$ cat config.mk
export PLATFORM = sky130hd
export DESIGN_NAME = mips_cpu_muldiv_seq
export DESIGN_NICKNAME = d
export VERILOG_FILES = /design/src/rtl/mips_cpu_muldiv_seq.sv
export SDC_FILE = /design/constraint.sdc
export NUM_CORES = 1
export LEC_CHECK = 0
export CAP_MARGIN = 20
export CORE_MARGIN = 3
export CORE_UTILIZATION = 64
export CTS_BUF_LIST = sky130_fd_sc_hd__clkbuf_8
export DETAILED_ROUTE_END_ITERATION = 16
export GPL_TIMING_DRIVEN = 1
export PLACE_DENSITY = 0.95
export REMOVE_ABC_BUFFERS = 1
export SYNTH_ARGS = -nofsm -noshare
export SYNTH_HDL_FRONTEND = slang
export SYNTH_SLANG_ARGS = --single-unit
$ cat constraint.sdc
create_clock -name clk -period 8.39 [get_ports clk]
set_input_delay 1.2585 -clock clk [delete_from_list [all_inputs] [get_ports clk]]
set_output_delay 1.2585 -clock clk [all_outputs]
set_load 0.02 [all_outputs]
$ cat src/rtl/mips_cpu_muldiv_seq.sv
// mips_cpu_muldiv_seq: iterative 32-bit multiply/divide unit owning HI/LO.
// One bit per cycle shift-add multiply or restoring divide, with sign fixup in a final cycle.
module mips_cpu_muldiv_seq (
  input  logic        clk,
  input  logic        reset,
  input  logic        start,
  input  logic [3:0]  op,
  input  logic [31:0] a,
  input  logic [31:0] b,
  output logic        busy,
  output logic        done,
  output logic        stall,
  output logic [31:0] hi,
  output logic [31:0] lo,
  output logic [31:0] rd_data
);
  localparam logic [3:0] OP_MULT  = 4'd1;
  localparam logic [3:0] OP_MULTU = 4'd2;
  localparam logic [3:0] OP_DIV   = 4'd3;
  localparam logic [3:0] OP_DIVU  = 4'd4;
  localparam logic [3:0] OP_MTHI  = 4'd5;
  localparam logic [3:0] OP_MTLO  = 4'd6;
  localparam logic [3:0] OP_MFHI  = 4'd7;
  localparam logic [3:0] OP_MFLO  = 4'd8;

  typedef enum logic [2:0] {IDLE, MUL, DIV, FIX, DZ} state_t;

  state_t      state_q, state_d;
  logic [4:0]  cnt_q, cnt_d;
  logic [31:0] hi_q, hi_d, lo_q, lo_d;
  logic [31:0] r_q, r_d, q_q, q_d, m_q, m_d;
  logic        neg_q, neg_d, rneg_q, rneg_d, mul_q, mul_d, done_q, done_d;

  logic        is_mul, is_div, sgn, sa, sb, div_ok;
  logic [31:0] abs_a, abs_b;
  logic [32:0] mul_sum, div_sh;
  logic [33:0] div_diff;
  logic [63:0] prod, prod_fix;

  assign is_mul   = start & (op == OP_MULT | op == OP_MULTU);
  assign is_div   = start & (op == OP_DIV | op == OP_DIVU);
  assign sgn      = op == OP_MULT | op == OP_DIV;
  assign sa       = sgn & a[31];
  assign sb       = sgn & b[31];
  assign abs_a    = sa ? -a : a;
  assign abs_b    = sb ? -b : b;
  // r holds the accumulator/remainder, q the multiplier/quotient, m the multiplicand/divisor
  assign mul_sum  = {1'b0, r_q} + (q_q[0] ? {1'b0, m_q} : 33'd0);
  assign div_sh   = {r_q, q_q[31]};
  assign div_diff = {1'b0, div_sh} - {2'b0, m_q};
  assign div_ok   = ~div_diff[33];
  assign prod     = {r_q, q_q};
  assign prod_fix = neg_q ? -prod : prod;

  always_comb begin
    state_d = state_q;
    cnt_d   = cnt_q;
    hi_d    = hi_q;
    lo_d    = lo_q;
    r_d     = r_q;
    q_d     = q_q;
    m_d     = m_q;
    neg_d   = neg_q;
    rneg_d  = rneg_q;
    mul_d   = mul_q;
    done_d  = 1'b0;
    case (state_q)
      IDLE: begin
        if (is_mul | is_div) begin
          r_d     = '0;
          q_d     = is_mul ? abs_b : (b == '0 ? a : abs_a);
          m_d     = is_mul ? abs_a : abs_b;
          neg_d   = sa ^ sb;
          rneg_d  = sa;
          mul_d   = is_mul;
          cnt_d   = 5'd31;
          state_d = is_mul ? MUL : (b == '0 ? DZ : DIV);
        end else if (start & op == OP_MTHI) begin
          hi_d = a;
        end else if (start & op == OP_MTLO) begin
          lo_d = a;
        end
      end
      MUL: begin
        r_d     = mul_sum[32:1];
        q_d     = {mul_sum[0], q_q[31:1]};
        cnt_d   = cnt_q == '0 ? cnt_q : cnt_q - 5'd1;
        state_d = cnt_q == '0 ? FIX : MUL;
      end
      DIV: begin
        r_d     = div_ok ? div_diff[31:0] : div_sh[31:0];
        q_d     = {q_q[30:0], div_ok};
        cnt_d   = cnt_q == '0 ? cnt_q : cnt_q - 5'd1;
        state_d = cnt_q == '0 ? FIX : DIV;
      end
      FIX: begin
        hi_d    = mul_q ? prod_fix[63:32] : (rneg_q ? -r_q : r_q);
        lo_d    = mul_q ? prod_fix[31:0] : (neg_q ? -q_q : q_q);
        done_d  = 1'b1;
        state_d = IDLE;
      end
      DZ: begin
        hi_d    = q_q;
        lo_d    = '1;
        done_d  = 1'b1;
        state_d = IDLE;
      end
      default: state_d = IDLE;
    endcase
  end

  always_ff @(posedge clk or negedge reset) begin
    if (!reset) begin
      state_q <= IDLE;
      cnt_q   <= '0;
      hi_q    <= '0;
      lo_q    <= '0;
      r_q     <= '0;
      q_q     <= '0;
      m_q     <= '0;
      neg_q   <= 1'b0;
      rneg_q  <= 1'b0;
      mul_q   <= 1'b0;
      done_q  <= 1'b0;
    end else begin
      state_q <= state_d;
      cnt_q   <= cnt_d;
      hi_q    <= hi_d;
      lo_q    <= lo_d;
      r_q     <= r_d;
      q_q     <= q_d;
      m_q     <= m_d;
      neg_q   <= neg_d;
      rneg_q  <= rneg_d;
      mul_q   <= mul_d;
      done_q  <= done_d;
    end
  end

  assign busy    = state_q != IDLE;
  assign done    = done_q;
  assign hi      = hi_q;
  assign lo      = lo_q;
  assign stall   = busy & start & (op >= OP_MULT) & (op <= OP_MFLO);
  assign rd_data = op == OP_MFHI ? hi_q : (op == OP_MFLO ? lo_q : '0);
endmodule

==> impl_metrics.tcl <==
set metrics [dict create \
    status "complete, no violations" \
    finalCriticalPeriod_ns 4.81 \
    drv_cap 0 \
    p_int_mw 3.28 \
    core-area_sq_mm 0.0238 \
    clkTransAtPathRegs_ns 0.10 \
    syn_avg_cell_area_sq_um 7.73 \
    async_flop_share 1.00 \
    max_slew_margin 0.219 \
    ys.flop_type "dfrtp_1" \
    wl_per_cell_um 23.5 \
    cts-root-buf "clkbuf_8" \
    antenna_cells 0 \
    p_comb_frac 0.642 \
    drive_gt1_frac 0.0441 \
    critPathRequiredTime_ns 8.75 \
    reg2reg_slack_ns 3.76 \
    layout_worst_path_cycle_share 0.574 \
    criticalPathCategory "in2reg" \
    fmax_ghz 0.208 \
    grt_pass1_vias 16035 \
    crit_path_top_delay_cell "nor3_1" \
    switching_share 0.513 \
    worst_pin_slew_ns 1.17 \
    yosysWarningCount 0 \
    finalMaxSlewViolations 0 \
    drtIter0Drc 2539 \
    gp_congestion 1.05 \
    tritoncts "done" \
    synth-seq-area-share 0.275 \
    antenna_found_initial 0 \
    vias 16885 \
    h-tree-depth 4 \
    worstSetupEndpointType "register" \
    cts-hold-fix-buffers 0 \
    stdcell_count 2429 \
    syn_area_sq_mm 0.0156 \
    synth-seq-cells 172 \
    io_buffers 169 \
    dieArea_sq_mm 0.0264 \
    rows 56 \
    p_per_area_mw_per_mm2 378 \
    clockBufferDepth 2 \
    die_y_um 162 \
    p_leak_nw 7.46 \
    peakVddDrop_mv 0.309 \
    crit_path_max_incr_delay_ns 0.55 \
    vias_per_cell 6.95 \
    synth_cell_types 86 \
    grt_first_pass_wirelength_mm 88.3 \
    crit_arrival_ns 5.17 \
    synthToLayoutAreaGrowth_pct 13.7 \
    cts_resized 0 \
    seqCellArea_sq_mm 0.00430 \
    hold_violations 0 \
    drt_first_pass_iters 8 \
    clkPwrFrac 0.094 \
    start_kind "primary input" \
    cts.sinks 172 \
    clk_latency_ns 0.49 \
    cp_max_fo 15 \
    fin_hold_ws_ns 0.496 \
    detail-route-antenna-nets 0 \
    syn-instance-count 2025 \
    setup_violations 0 \
    crit_chain "clkdlybuf4s50_1 -> inv_1 -> ha_1 -> or4b_1 -> or3_1 -> nor3_1 -> nand3b_1 -> buf_4 -> nand2_1 -> nor2_1 -> xor2_1 -> o21ai_0 -> a21oi_1" \
    multiInputGateArea_sq_mm 0.0105 \
    grt_use_total 0.423 \
    wl_mm 57.0 \
    io_pins 170 \
    tns_ns 0 \
    dp_hpwl_mm 41.2 \
    p_switching_mw 3.45 \
    grt_max_degree 105 \
    fillers 1825 \
    post_cts_buffers 0 \
    finClkSkew_ns 0.0165 \
    die_w_um 162 \
    p_seq_frac 0.264 \
    place_inst 2397 \
    initial_core_util 0.659 \
    rsz0062_at_grt "no" \
    synth_edf_count 0 \
    cts-buffers-inserted 17 \
    hp-class "reg2reg" \
    critical_path_buf_inv_count 3 \
    crit_family "simple AND/OR/NAND/NOR gates" \
    overflow 0 \
    layout.nets 2239 \
    drc 0 \
]
==> layer usage <==
| layer | up-vias | part of all wire | track usage |
|---|---|---|---|
| met5 | - | 0 | 0 |
| met4 | 0 | 0.069 | 0.245 |
| met3 | 234 | 0.11 | 0.0809 |
| met2 | 1207 | 0.44 | 0.651 |
| met1 | 7912 | 0.38 | 0.560 |
| li1 | 7532 | - | - |
==> state kept, by name, indices dropped and copies added (netlist names) <==
signal   flops
state_q      3
r_q         32
m_q         32
rneg_q       1
mul_q        1
lo          32
cnt_q        5
neg_q        1
q_q         32
done         1
hi          32
==> power groups by stage <==
stage	Clock (mW)	Combinational, mW	Sequential (mW)
after floorplan	0	2.78	1.78
after global placement	0	4.06	1.74
after detailed placement	0	4.19	1.76
after CTS	0.629	4.22	1.74
after global routing	0.659	4.69	1.81
final	0.634	4.32	1.77
==> placed cells by master, fill, tap and decap left out, types with 22 or more instances in the layout <==
| cell | count |
|---|---|
| dfrtp_1 | 172 |
| a21o_1 | 44 |
| o21ai_0 | 159 |
| a21oi_1 | 191 |
| xor2_1 | 102 |
| inv_1 | 61 |
| buf_4 | 32 |
| nand3_1 | 42 |
| nor3_1 | 31 |
| a22o_1 | 36 |
| clkdlybuf4s50_1 | 168 |
| xnor2_1 | 88 |
| nand2_1 | 177 |
| a221oi_1 | 28 |
| nor2_1 | 252 |
| ha_1 | 69 |
| a31oi_1 | 32 |
| a22oi_1 | 45 |
| mux2i_1 | 22 |
==> through the flow <==
stage | instance area [sq um] | utilization | power [mW] | setup WS [ns]
finish | 17800 | 0.749 | 6.73 | 3.58
global route | 17800 | 0.749 | 7.17 | 3.35
CTS | 17800 | 0.749 | 6.60 | 3.67
detailed placement | 17400 | 0.732 | 5.95 | 3.26
global placement | 17400 | 0.732 | 5.80 | 3.56
floorplan | 15000 | - | 4.56 | 2.84
==> cells by family (layout without fill, tap and decap cells) <==
kind of cell	Yosys count	in the layout	share of synthesized area
fa+ha+maj	71	71	0.0577
compound gates	712	712	0.298
simple gates	648	648	0.193
mux	24	24	0.0155
xor+xnor	190	190	0.106
flops	172	172	0.275
buf+inv	208	293	0.0542
==> final timing paths <==
path,from,depth (start not counted),endpoint
hold reg to reg,m_q[5]$_DFFE_PN0P_,2,m_q[5]$_DFFE_PN0P_
setup / recovery,b[0],13,q_q[3]$_DFFE_PN0P_
setup reg to reg,q_q[31]$_DFFE_PN0P_,12,r_q[29]$_DFFE_PN0P_
max in group asynchronous,reset,2,lo[12]$_DFFE_PN0P_
hold / removal,m_q[5]$_DFFE_PN0P_,2,m_q[5]$_DFFE_PN0P_
min in group asynchronous,reset,1,r_q[27]$_DFFE_PN0P_
==> Yosys cell counts, types with 5 or more instances <==
cell | n | share of area
xnor2_1 | 88 | 0.049
inv_1 | 60 | 0.014
xor2_1 | 102 | 0.057
o21bai_1 | 13 | 0.0062
buf_4 | 5 | 0.0024
nand2_1 | 178 | 0.043
a31oi_1 | 32 | 0.013
a21o_1 | 44 | 0.021
a211o_1 | 5 | 0.0028
o221ai_1 | 14 | 0.0078
nand2b_1 | 14 | 0.0056
o22a_1 | 10 | 0.0056
o21a_1 | 14 | 0.0067
nand3b_1 | 5 | 0.0024
nand3_1 | 43 | 0.014
buf_2 | 7 | 0.0022
o22ai_1 | 5 | 0.0020
o21ai_0 | 159 | 0.051
o211ai_1 | 15 | 0.0072
a22oi_1 | 45 | 0.022
nor2_1 | 254 | 0.061
nand4_1 | 11 | 0.0044
nor2b_1 | 8 | 0.0032
or3_1 | 16 | 0.0064
nor3_1 | 32 | 0.010
dfrtp_1 | 172 | 0.28
a221oi_1 | 28 | 0.016
a222oi_1 | 17 | 0.011
mux2i_1 | 22 | 0.014
and3_1 | 10 | 0.0040
buf_1 | 8 | 0.0019
o41ai_1 | 9 | 0.0050
or4_1 | 13 | 0.0062
a21boi_0 | 5 | 0.0024
ha_1 | 69 | 0.055
a21oi_1 | 191 | 0.061
and2_1 | 16 | 0.0064
nor4_1 | 15 | 0.0060
a211oi_1 | 21 | 0.010
o31ai_1 | 18 | 0.0086
a22o_1 | 36 | 0.020
clkbuf_1 | 123 | 0.030
==> area by class of cell <==
class	instances	share of cell area
well taps	319	0.0224
repair buffers	201	0.109
inverters	60	0.0127
flip-flops and latches	172	0.242
clock inverters	14	0.00830
multi-input cells	1645	0.592
clock buffers	18	0.0139
==> worst min-delay path, delay by kind of cell (launching register included) <==
family | cells | cell delay, ns
AO/OA/AOI/OAI | 1 | 0.06
flip-flops | 1 | 0.36
AND/OR/NAND/NOR | 1 | 0.04
Note: power is estimated with default switching activity, not from simulation.
